==> src/rtl/ip_pkg.sv <==
// Shared IPv4 definitions: decoder state encoding, header constants,
// error bit positions and the ones-complement adder used by both the
// encoder and the decoder.
package ip_pkg;

  typedef enum logic [2:0] {
    ST_IDLE,
    ST_HDR,
    ST_OPT,
    ST_PAYLOAD,
    ST_DROP
  } ip_state_e;

  localparam logic [5:0] IP_HDR_MIN_BYTES = 6'd20;
  localparam logic [3:0] IP_VERSION       = 4'd4;
  localparam logic [7:0] IP_PROTO_TCP     = 8'h06;

  localparam int unsigned ERR_VER   = 0;
  localparam int unsigned ERR_LEN   = 1;
  localparam int unsigned ERR_CSUM  = 2;
  localparam int unsigned ERR_PROTO = 3;

  // 16-bit ones-complement add with end-around carry.
  function automatic logic [15:0] ones_add16(input logic [15:0] a, input logic [15:0] b);
    logic [16:0] s;
    s = {1'b0, a} + {1'b0, b};
    return s[15:0] + {15'd0, s[16]};
  endfunction

endpackage

==> src/rtl/csum16_acc.sv <==
// Header checksum accumulator. Even bytes are held as the high half of a
// big-endian word; each odd byte completes the word, which is added with
// end-around carry. sum_o already includes the word completed this cycle,
// so the caller can judge the header on its final byte.
module csum16_acc
  import ip_pkg::*;
(
  input  logic        clk,
  input  logic        rst_n,
  input  logic        clr_i,
  input  logic        en_i,
  input  logic        odd_i,
  input  logic [7:0]  byte_i,
  output logic [15:0] sum_o
);

  logic [7:0]  hi_q;
  logic [15:0] acc_q;
  logic [15:0] acc_d;

  // Next accumulator value: clear restarts from zero, an odd byte adds a word.
  always_comb begin
    acc_d = clr_i ? 16'h0000 : acc_q;
    if (en_i && odd_i) begin
      acc_d = ones_add16(acc_d, {hi_q, byte_i});
    end
  end

  assign sum_o = acc_d;

  // Hold the running sum and the pending high byte.
  always_ff @(posedge clk or negedge rst_n) begin
    if (!rst_n) begin
      hi_q  <= 8'h00;
      acc_q <= 16'h0000;
    end else begin
      if (en_i || clr_i) acc_q <= acc_d;
      if (en_i && !odd_i) hi_q <= byte_i;
    end
  end

endmodule

==> src/rtl/ip_decode.sv <==
// IPv4 receive header decoder: parses and validates the header, skips
// options, and forwards total_length - 4*IHL payload bytes when the header
// is clean. Defining IP_DECODE_CSUM_EN builds the header checksum check;
// without it err[2] is tied low and the checksum field is ignored.
module ip_decode
  import ip_pkg::*;
#(
  parameter logic [7:0] PROTO = IP_PROTO_TCP
) (
  input  logic        clk,
  input  logic        rst_n,
  input  logic        sof,
  input  logic [7:0]  din,
  input  logic        din_valid,
  output logic        hdr_done,
  output logic        hdr_ok,
  output logic [3:0]  err,
  output logic [31:0] src_addr,
  output logic [31:0] dst_addr,
  output logic [15:0] total_len,
  output logic [7:0]  ttl,
  output logic [7:0]  proto,
  output logic [7:0]  pl_data,
  output logic        pl_valid,
  output logic        pl_last
);

  ip_state_e   state_q;
  logic [5:0]  cnt_q;
  logic [3:0]  ver_q;
  logic [3:0]  ihl_q;
  logic [23:0] sh_q;
  logic [15:0] pay_q;

  logic        hdr_done_q, hdr_ok_q, pl_valid_q, pl_last_q;
  logic [3:0]  err_q;
  logic [31:0] src_q, dst_q;
  logic [15:0] total_len_q;
  logic [7:0]  ttl_q, proto_q, pl_data_q;

  logic [5:0]  hdr_len;
  logic        hdr_last;
  logic [3:0]  err_now;
  logic [15:0] pay_len;
  logic        csum_bad;

`ifdef IP_DECODE_CSUM_EN
  logic        in_hdr;
  logic [15:0] csum_sum;

  assign in_hdr = (state_q == ST_HDR) || (state_q == ST_OPT);

  csum16_acc u_csum (
    .clk    (clk),
    .rst_n  (rst_n),
    .clr_i  (din_valid && sof),
    .en_i   (din_valid && (sof || in_hdr)),
    .odd_i  (sof ? 1'b0 : cnt_q[0]),
    .byte_i (din),
    .sum_o  (csum_sum)
  );

  assign csum_bad = (csum_sum != 16'hFFFF);
`else
  assign csum_bad = 1'b0;
`endif

  // Header length, error summary and payload length for the final header byte.
  always_comb begin
    hdr_len            = (ihl_q < 4'd5) ? IP_HDR_MIN_BYTES : {ihl_q, 2'b00};
    hdr_last           = (cnt_q == hdr_len - 6'd1);
    err_now            = 4'h0;
    err_now[ERR_VER]   = (ver_q != IP_VERSION);
    err_now[ERR_LEN]   = (ihl_q < 4'd5) || (total_len_q < {10'd0, ihl_q, 2'b00});
    err_now[ERR_CSUM]  = csum_bad;
    err_now[ERR_PROTO] = (proto_q != PROTO);
    pay_len            = (total_len_q >= {10'd0, hdr_len}) ? total_len_q - {10'd0, hdr_len} : 16'd0;
  end

  // Packet FSM with registered outputs; idle input cycles freeze everything.
  always_ff @(posedge clk or negedge rst_n) begin
    if (!rst_n) begin
      state_q     <= ST_IDLE;
      cnt_q       <= 6'd0;
      ver_q       <= 4'd0;
      ihl_q       <= 4'd0;
      sh_q        <= 24'd0;
      pay_q       <= 16'd0;
      hdr_done_q  <= 1'b0;
      hdr_ok_q    <= 1'b0;
      err_q       <= 4'h0;
      src_q       <= 32'd0;
      dst_q       <= 32'd0;
      total_len_q <= 16'd0;
      ttl_q       <= 8'd0;
      proto_q     <= 8'd0;
      pl_data_q   <= 8'd0;
      pl_valid_q  <= 1'b0;
      pl_last_q   <= 1'b0;
    end else begin
      hdr_done_q <= 1'b0;
      pl_valid_q <= 1'b0;
      pl_last_q  <= 1'b0;
      if (din_valid) begin
        if (sof) begin
          // A start byte always restarts parsing, abandoning any packet in flight.
          state_q  <= ST_HDR;
          cnt_q    <= 6'd1;
          ver_q    <= din[7:4];
          ihl_q    <= din[3:0];
          sh_q     <= {16'd0, din};
          err_q    <= 4'h0;
          hdr_ok_q <= 1'b0;
        end else begin
          case (state_q)
            ST_HDR, ST_OPT: begin
              cnt_q <= cnt_q + 6'd1;
              sh_q  <= {sh_q[15:0], din};
              case (cnt_q)
                6'd3:    total_len_q <= {sh_q[7:0], din};
                6'd8:    ttl_q       <= din;
                6'd9:    proto_q     <= din;
                6'd15:   src_q       <= {sh_q, din};
                6'd19:   dst_q       <= {sh_q, din};
                default: ;
              endcase
              if (hdr_last) begin
                hdr_done_q <= 1'b1;
                err_q      <= err_now;
                hdr_ok_q   <= (err_now == 4'h0);
                pay_q      <= pay_len;
                if (pay_len == 16'd0)      state_q <= ST_IDLE;
                else if (err_now == 4'h0)  state_q <= ST_PAYLOAD;
                else                       state_q <= ST_DROP;
              end else if (cnt_q == IP_HDR_MIN_BYTES - 6'd1) begin
                state_q <= ST_OPT;
              end
            end
            ST_PAYLOAD: begin
              pl_valid_q <= 1'b1;
              pl_data_q  <= din;
              pay_q      <= pay_q - 16'd1;
              if (pay_q == 16'd1) begin
                pl_last_q <= 1'b1;
                state_q   <= ST_IDLE;
              end
            end
            ST_DROP: begin
              pay_q <= pay_q - 16'd1;
              if (pay_q == 16'd1) state_q <= ST_IDLE;
            end
            default: ;
          endcase
        end
      end
    end
  end

  assign hdr_done  = hdr_done_q;
  assign hdr_ok    = hdr_ok_q;
  assign err       = err_q;
  assign src_addr  = src_q;
  assign dst_addr  = dst_q;
  assign total_len = total_len_q;
  assign ttl       = ttl_q;
  assign proto     = proto_q;
  assign pl_data   = pl_data_q;
  assign pl_valid  = pl_valid_q;
  assign pl_last   = pl_last_q;

endmodule

==> config.mk <==
export PLATFORM = sky130hd
export DESIGN_NAME = ip_decode
export DESIGN_NICKNAME = d
export VERILOG_FILES = /design/src/rtl/ip_pkg.sv /design/src/rtl/csum16_acc.sv /design/src/rtl/ip_decode.sv
export SDC_FILE = /design/constraint.sdc
export NUM_CORES = 1
export LEC_CHECK = 0
export CAP_MARGIN = 20
export CORE_MARGIN = 5
export CORE_UTILIZATION = 54
export CTS_BUF_LIST = sky130_fd_sc_hd__clkbuf_16
export CTS_CLUSTER_DIAMETER = 200
export DETAILED_ROUTE_END_ITERATION = 7
export HOLD_SLACK_MARGIN = 0.06
export PLACE_DENSITY = 0.82
export REMOVE_ABC_BUFFERS = 1
export SETUP_SLACK_MARGIN = 0.02
export SYNTH_ARGS = -nofsm -noshare
export SYNTH_HDL_FRONTEND = slang
export SYNTH_HIERARCHICAL = 1
export SYNTH_SLANG_ARGS = --single-unit
==> constraint.sdc <==
create_clock -name clk -period 4 [get_ports clk]
set_clock_uncertainty 0.2 [all_clocks]
set_input_delay 1.2 -clock clk [delete_from_list [all_inputs] [get_ports clk]]
set_output_delay 1.2 -clock clk [all_outputs]
set_load 0.005 [all_outputs]
=== Word-level counts from Yosys, hierarchy flattened ===
Index checks and enable logic that the tools add are counted.
Widths: inputs -> output; s select.

* Register bits: 169
* Bits of input ports: 12
* Output and inout port bits: 112
* Logic and storage cells: 93

* Add/subtract/negate cells: 4
* Order comparisons: 3
* Equality and inequality tests: 16
* Muxes and demuxes: 32
* Bitwise gates (word level): 1
* Reductions and logical operators: 20

{| class="wikitable"
|+ Operator list
! kind !! count
|-
| $mux 24 || 2
|-
| $mux 16 || 2
|-
| $pmux 16 s2 || 1
|-
| $reduce_and 4->1 || 7
|-
| $eq 6x4->1 const B || 3
|-
| $mux 3 || 6
|-
| $mux 6 || 3
|-
| $eq 16x1->1 const B || 1
|-
| $ge 16x6->1 || 1
|-
| $logic_not 16->1 || 1
|-
| $lt 16x6->1 || 1
|-
| $sub 16x1->16 const B || 1
|-
| $sub 16x6->16 || 1
|-
| $mux 1 || 14
|-
| $mux 4 || 3
|-
| $ne 8x3->1 const B || 1
|-
| $add 6x1->6 const B || 1
|-
| $eq 3x2->1 const B || 2
|-
| $eq 6x2->1 const B || 1
|-
| $eq 6x5->1 const B || 1
|-
| $eq 6x6->1 || 1
|-
| $pmux 3 s2 || 1
|-
| $reduce_and 3->1 || 2
|-
| $reduce_bool 2->1 || 3
|-
| other kinds (14) || 16
|}

=== Longest topological paths before layout ===
Gate-level depths: netlist of the first run.

* Word-level depth: 9
* Mapped depth: 12
* Gate-level depth less buffers: 11

=== Least setup slack after synthesis of the first run ===
OpenSTA, ideal clock, no wires.

* Path kind: in2reg
* From: in din_valid
* To: reg src_q[1] (netlist: src_addr[1])
* Library setup time: 0.125 ns
* Data arrival time: 2.671 ns
* Data required time: 3.675 ns
* Slack: 1.004 ns
* Stages on the path: 6
* Path buffers: 2
* Cells stage by stage: buf_2 > nor2b_1 > nand2_2 > nor4_4 > buf_4 > mux2_2

* Cells in the longest elaborated chain, start to end: 1

{| class="wikitable"
|+ Ends and longest elaborated chain
! item !! RTL line !! RTL
|-
| start: declaration || ip_decode.sv:14 || <nowiki>input logic din_valid,</nowiki>
|-
| $reduce_and 4->1 (no source line) || - ||
|-
| end signal: assignment || ip_decode.sv:123 || <nowiki>6'd15: src_q <= {sh_q, din};</nowiki>
|-
| end: declaration || ip_decode.sv:37 || <nowiki>logic [31:0] src_q, dst_q;</nowiki>
|}

No other way between the ends.
A chain may end at the register's enable or synchronous reset.

=== Worst setup path in the final report of the first run ===
* From: reg ihl_q[2]
* To: reg state_q[2]

* Cells in the longest elaborated chain, start to end: 9
* Elaborated cells on any way between the ends: 18
* Classes of those cells: add/sub (2); order compare (3); eq/ne (2); mux (7); reduce/logical (4)

{| class="wikitable"
|+ Ends and longest elaborated chain
! item !! RTL line !! RTL
|-
| start: declaration || ip_decode.sv:31 || <nowiki>logic [3:0] ihl_q;</nowiki>
|-
| start signal: assignment || ip_decode.sv:110 || <nowiki>ihl_q <= din[3:0];</nowiki>
|-
| $lt 4x3->1 || ip_decode.sv:70, ip_decode.sv:74 ||
|-
| $mux 6 || ip_decode.sv:70 || <nowiki>hdr_len = (ihl_q < 4'd5) ? IP_HDR_MIN_BYTES : {ihl_q, 2'b00};</nowiki>
|-
| $sub 16x6->16 or $ge 16x6->1 (tied branches) || ip_decode.sv:77 || <nowiki>pay_len = (total_len_q >= {10'd0, hdr_len}) ? total_len_q - {10'd0, hdr_len} : 16'd0;</nowiki>
|-
| $mux 16 || ip_decode.sv:77 ||
|-
| $logic_not 16->1 || ip_decode.sv:132 || <nowiki>if (pay_len == 16'd0) state_q <= ST_IDLE;</nowiki>
|-
| $mux 3 || ip_decode.sv:132 ||
|-
| $mux 3 || ip_decode.sv:127 || <nowiki>if (hdr_last) begin</nowiki>
|-
| $pmux 3 s2 || ip_decode.sv:115 || <nowiki>case (state_q)</nowiki>
|-
| $mux 3 || ip_decode.sv:105 || <nowiki>if (sof) begin</nowiki>
|-
| end signal: assignment || ip_decode.sv:107 || <nowiki>state_q <= ST_HDR;</nowiki>
|-
| end signal: assignment || ip_decode.sv:132 ||
|-
| end signal: assignment || ip_decode.sv:133 || <nowiki>else if (err_now == 4'h0) state_q <= ST_PAYLOAD;</nowiki>
|-
| end: declaration || ip_decode.sv:28 || <nowiki>ip_state_e state_q;</nowiki>
|}

Parallel ways exist; a longest one is shown, timed or not.

==> impl_metrics.py, run 1 <==
metrics = {
    "run_status": {
        "status": "complete, no violations",
    },
    "yosys": {
        "synthCells": 604,
        "synth_top_area_frac": 0.546,
        "ys_seq_area_frac": 0.546,
        "synth.distinct_cells": 69,
        "synthesis.area_mm2": 0.00770,
        "ys.flop_type": "dfrtp_1",
        "ys_seq_elements": 168,
        "avgSynthCellArea_um2": 12.7,
        "async_reset_ff_frac": 1.00,
        "yosysWarnings": 6,
        "synth.area.top_cells": "dfrtp_1 55%, mux2_2 18%, a22o_1 2.7%",
        "synth_edf_count": 0,
        "synth_top_area_cell": "dfrtp_1",
    },
    "timing": {
        "setup_viol": 0,
        "maxSlewHeadroom": 0.541,
        "max_freq_mhz": 295,
        "fin_crit_sh": 0.847,
        "setup_tns_ns": 0,
        "rsz0062_at_grt": "no",
        "final_max_slew_viol_count": 0,
        "period_needed_ns": 3.39,
        "tightestPinTransition_ns": 0.685,
        "hold_violations": 0,
        "whs_ns": 0.303,
    },
    "global_route": {
        "grt_max_degree": 74,
        "grt_use_total": 0.245,
        "grt_overflow_total": 0,
        "grt_first_pass_wirelength_mm": 31.5,
        "antenna_found_initial": 0,
        "grt_pass1_vias": 5728,
    },
    "floorplan": {
        "core_mm2": 0.0139,
        "die_h_um": 129,
        "io_pins": 124,
        "die_w_um": 129,
        "num_rows": 43,
        "dieArea_mm2": 0.0167,
        "start_util": 0.552,
    },
    "routing": {
        "drc": 0,
        "vias_per_cell": 6.03,
        "ant_nets": 0,
        "routed_wl_mm": 19.8,
        "via_count": 5545,
        "drtIter0Drc": 406,
        "wl_per_cell_um": 21.5,
        "dr.pass1.iters": 5,
    },
    "placement": {
        "dpl.hpwl_mm": 13.6,
        "port-buffer-count": 122,
        "gp_congestion": 0.868,
        "placed_cell_area_mm2": 0.00910,
    },
    "clock_tree": {
        "clk_latency_ns": 0.44,
        "cts_made_buffers": 17,
        "cts_root_buffer": "clkbuf_16",
        "holdBufCountCts": 0,
        "ctsResizeCount": 0,
        "cts.sinks": 168,
        "cts_setup_buffers": 0,
        "clk_pin_slew_ns": 0.07,
        "htreeDepth": 4,
        "cts_buffer_depth": 2,
        "cts_tree": "done",
    },
    "cells_and_area": {
        "final_area_mm2": 0.00973,
        "post_route_cells_drive_above_1_share": 0.252,
        "fin_nets": 753,
        "antenna_cells": 0,
        "syn_to_final_growth_pct": 26.3,
        "fin_util": 0.698,
    },
    "pwr": {
        "peakVddDrop_mv": 0.499,
        "power.leakage_nw": 4.40,
        "power_density_mw_per_mm2": 687,
        "power.total_mw": 6.68,
    },
    "worst_setup_path": {
        "critPathKind": "reg -> reg",
        "crit_arrival_ns": 3.55,
        "rrSetupSlack_ns": 0.61,
        "crit_path_max_fanout": 8,
        "cp-startpoint": "ihl_q[2]$_DFFE_PN0P_",
        "ff2ff_path_depth": 11,
        "end_kind": "flop",
        "crit-reg2reg-launch": "ihl_q[2]$_DFFE_PN0P_",
        "start_kind": "flop",
        "worstPathRequired_ns": 4.16,
        "setup.worst_path.end": "state_q[2]$_DFFE_PN0P_",
        "r2r-end": "state_q[2]$_DFFE_PN0P_",
    },
    "flow_run": {
        "drv_cap": 0,
    },
    "worst_hold_path": {
        "hold_path_class": "reg -> reg",
    },
}
-- worst min-delay path by stage --
stage / startpoint / to / slack [ns] / cells past startpoint
2_1_floorplan: pay_q[10]$_DFFE_PN0P_ / pay_q[10]$_DFFE_PN0P_ / 0.27 / 1
3_3_place_gp: ver_q[2]$_DFFE_PN0P_ / ver_q[2]$_DFFE_PN0P_ / 0.28 / 1
5_1_grt: dst_addr[25]$_DFFE_PN0P_ / dst_addr[25]$_DFFE_PN0P_ / 0.32 / 1
4_1_cts: dst_addr[18]$_DFFE_PN0P_ / dst_addr[18]$_DFFE_PN0P_ / 0.31 / 1
3_5_place_dp: dst_addr[18]$_DFFE_PN0P_ / dst_addr[18]$_DFFE_PN0P_ / 0.29 / 1
6_report: dst_addr[26]$_DFFE_PN0P_ / dst_addr[26]$_DFFE_PN0P_ / 0.30 / 1
-- placed cells by master, fill, tap and decap left out, types with 14 or more instances in the layout --
cell type	instances
mux2_2	124
clkdlybuf4s50_1	121
nand2_1	18
a22o_1	24
dfrtp_1	168
inv_1	14
o21ai_0	32
clkbuf_16	17
nor2_1	23
xnor2_1	14
-- synth_stat cells (7+ instances only) --
library cell and instances:
inv_1 14, o22ai_1 8, ha_1 13, dfrtp_1 168, xnor2_1 14, nand3_1 13
nor2_1 23, buf_4 8, a22o_1 24, nand2_1 18, o31ai_1 7, o21ai_0 32
mux2_2 124, a21oi_1 10, clkbuf_1 9, nor3_1 11
-- sequential cells by signal, indices dropped and copies added (netlist names) --
name and count:
ver_q 4, pay_q 16, hdr_done 1, err 3
ihl_q 4, ttl 8, cnt_q 6, state_q 3
src_addr 32, proto 8, total_len 16, pl_valid 1
sh_q 24, dst_addr 32, pl_last 1, hdr_ok 1
pl_data 8
-- layout make-up --
class                           count  area (um2)
Tap cell                          180         225
Fill cell                         935        4210
Clock buffer                       17         425
Timing Repair Buffer              131        1330
Multi-Input combinational cell    395        3300
Sequential cell                   168        4200
Clock inverter                     14         195
Inverter                           14        52.6
-- through the flow --
step                      cells  worst slack [ns]
final                       919             0.614
after CTS                   919             0.680
after global routing        919             0.411
after floorplan             577             0.173
after detailed placement    888             0.519
after global placement      888             0.600
-- worst max-delay path, stage by stage (launching register included) --
cell and delay, ns:
dfrtp_1 0.51, a21oi_1 0.15, or2_2 0.31, ha_1 0.21
inv_1 0.08, fa_1 0.21, a21o_1 0.18, a21oi_1 0.13
a31oi_1 0.61, nand2_1 0.17, or4_1 0.43, o21ai_1 0.13
-- report_power, final --
| part | leakage [nW] | switching (mW) | total [mW] | internal, mW |
|---|---|---|---|---|
| sequential | 2.23 | 0.474 | 2.60 | 2.13 |
| clock | 0.301 | 0.691 | 1.74 | 1.05 |
| combinational | 1.86 | 1.14 | 2.34 | 1.20 |
| total | 4.40 | 2.31 | 6.68 | 4.37 |
-- cells by family after synthesis --
logic type / Yosys count / synth area share
AOI/OAI and AO/OA: 113 / 0.103
xor gates and xnor gates: 16 / 0.0182
adders and majority gates: 14 / 0.0237
buffers and inverters: 41 / 0.0258
DFF: 168 / 0.546
muxes: 126 / 0.184
other: 1 / 0.000487
and+or+nand+nor: 125 / 0.0986
-- per-layer routing --
layer,wire length [um],up-vias,GRT usage
li1,-,2476,-
met1,8060,2859,0.304
met2,10200,178,0.420
met3,1040,32,0.0618
met4,448,0,0.0846
met5,0,-,0
Note: power is estimated with default switching activity, not from simulation.
==> run 2, diff against run 1 <==
Settings changed: CORE_UTILIZATION 54 to 49, PLACE_DENSITY 0.82 to 0.79.
Clock period 4 ns to 2.75 ns, I/O delays scaled along.
==> impl_metrics.py, run 2 (synthesized netlist as in run 1, its figures left out) <==
metrics = {
    "worst_setup_path": {
        "crit_arrival_ns": 2.90,
        "critPathKind": "reg -> reg",
        "start_kind": "flop",
        "crit_path_max_fanout": 3,
        "end_kind": "flop",
        "rrSetupSlack_ns": -0.04,
        "worstPathRequired_ns": 2.86,
    },
    "global_route": {
        "grt_max_degree": 56,
        "antenna_found_initial": 0,
        "grt_use_total": 0.231,
        "grt_overflow_total": 0,
        "grt_first_pass_wirelength_mm": 32.9,
        "grt_pass1_vias": 5947,
    },
    "cells_and_area": {
        "final_cell_mix": "168 x dfrtp_1, 124 x mux2_2, 121 x clkdlybuf4s50_1",
        "post_route_cells_drive_above_1_share": 0.338,
        "layout_commonest_cell": "dfrtp_1",
        "final_cells": 997,
        "fill_cells": 1117,
        "fin_nets": 799,
        "antenna_cells": 0,
        "syn_to_final_growth_pct": 33.9,
    },
    "timing": {
        "max_freq_mhz": 359,
        "fin_crit_sh": 1.01,
        "period_needed_ns": 2.79,
        "setup_tns_ns": -0.117,
        "worst_slack_ns": -0.0383,
        "tightestPinTransition_ns": 0.680,
        "rsz0062_at_grt": "yes",
        "hold_violations": 0,
        "setup_viol": 4,
        "final_max_slew_viol_count": 0,
        "maxSlewHeadroom": 0.540,
    },
    "clock_tree": {
        "holdBufCountCts": 0,
        "clk_pin_slew_ns": 0.06,
        "cts_root_buffer": "clkbuf_16",
        "cts.sinks": 168,
        "clk_latency_ns": 0.43,
        "cts_tree": "done",
        "cts_made_buffers": 17,
        "htreeDepth": 4,
        "cts_buffer_depth": 2,
    },
    "routing": {
        "ant_nets": 0,
        "routed_wl_mm": 20.3,
        "drtIter0Drc": 571,
        "wl_per_cell_um": 20.4,
        "via_count": 5712,
        "vias_per_cell": 5.73,
        "drc": 0,
        "dr.pass1.iters": 6,
    },
    "worst_hold_path": {
        "hold_path_class": "in -> async",
    },
    "pwr": {
        "peakVddDrop_mv": 0.669,
        "power_density_mw_per_mm2": 995,
        "power.leakage_nw": 4.64,
        "power.total_mw": 10.3,
    },
    "run_status": {
        "status": "finished with violations",
        "violations": "setup timing",
    },
    "floorplan": {
        "dieArea_mm2": 0.0183,
        "die_w_um": 135,
        "core_mm2": 0.0153,
        "io_pins": 124,
        "start_util": 0.503,
        "die_h_um": 135,
        "num_rows": 45,
    },
    "placement": {
        "port-buffer-count": 122,
        "gp_congestion": 0.948,
        "numPlacedInstances": 959,
        "dpl.hpwl_mm": 14.0,
    },
    "flow_run": {
        "drv_cap": 0,
    },
}
-- run 2: changes by cell type in the layout (fill, tap and decap cells not counted), sizes merged --
cell / change
clkinv: -1
bufinv: -3
buf: +46
clkinvlp: +3
inv: +2
-- run 2: critical path, stage by stage, from the launching register on --
cell and delay, ns:
dfrtp_1 0.40, a21oi_2 0.18, or2_4 0.16, ha_4 0.12, inv_2 0.03, fa_2 0.36, a21o_1 0.22, a21o_1 0.23
nor3_4 0.23, xnor2_2 0.15, o2111a_2 0.30, o21ai_1 0.07
-- run 2: routing by layer --
layer / part of all wire / global-route usage / vias to the layer above
li1: - / - / 2569
met2: 0.51 / 0.375 / 201
met3: 0.075 / 0.0724 / 29
met4: 0.015 / 0.0689 / 0
met5: 0 / 0 / -
met1: 0.40 / 0.298 / 2913
-- run 2: repair_timing --
item	in CTS	in global routing
setup buffers	2	4
pin swaps	9	18
resized for setup	20	29
cloned	0	0
endpoints found under the setup margin	23	23
-- run 2: where the power goes --
part	switching [mW]	total, mW	internal [mW]
clock network	1.01	2.25	1.24
registers	0.669	3.76	3.10
logic	1.93	4.23	2.30
total	3.61	10.3	6.64
-- run 2: area by class of cell --
| class | instances | area (um2) | area share |
|---|---|---|---|
| Sequential cell | 168 | 4200 | 0.408 |
| Multi-Input combinational cell | 395 | 3510 | 0.340 |
| Timing Repair Buffer | 177 | 1730 | 0.168 |
| Clock buffer | 17 | 425 | 0.0413 |
| Tap cell | 211 | 264 | 0.0256 |
| Clock inverter | 15 | 125 | 0.0121 |
| Inverter | 14 | 52.6 | 0.00510 |
-- run 2: worst paths after layout --
kind,start,endpoint,depth (start not counted)
max in group asynchronous,rst_n,dst_addr[18]$_DFFE_PN0P_,2
worst min-delay path,rst_n,dst_addr[26]$_DFFE_PN0P_,1
worst max register to register,ihl_q[2]$_DFFE_PN0P_,state_q[2]$_DFFE_PN0P_,11
worst min register to register,ttl[7]$_DFFE_PN0P_,ttl[7]$_DFFE_PN0P_,1
min in group clk,ttl[7]$_DFFE_PN0P_,ttl[7]$_DFFE_PN0P_,1
worst max-delay path,ihl_q[2]$_DFFE_PN0P_,state_q[2]$_DFFE_PN0P_,11
-- run 2: through the flow --
step | hold slack (ns) | setup WS, ns | cell area [um2] | utilization
6_report | 0.131 | -0.0383 | 10300 | 0.673
5_1_grt | 0.158 | -0.132 | 10300 | 0.673
4_1_cts | 0.142 | 0.0167 | 10200 | 0.663
3_5_place_dp | 0.287 | -0.252 | 9490 | 0.620
3_3_place_gp | 0.280 | -0.146 | 9490 | 0.620
2_1_floorplan | 0.267 | -0.702 | 7550 | -
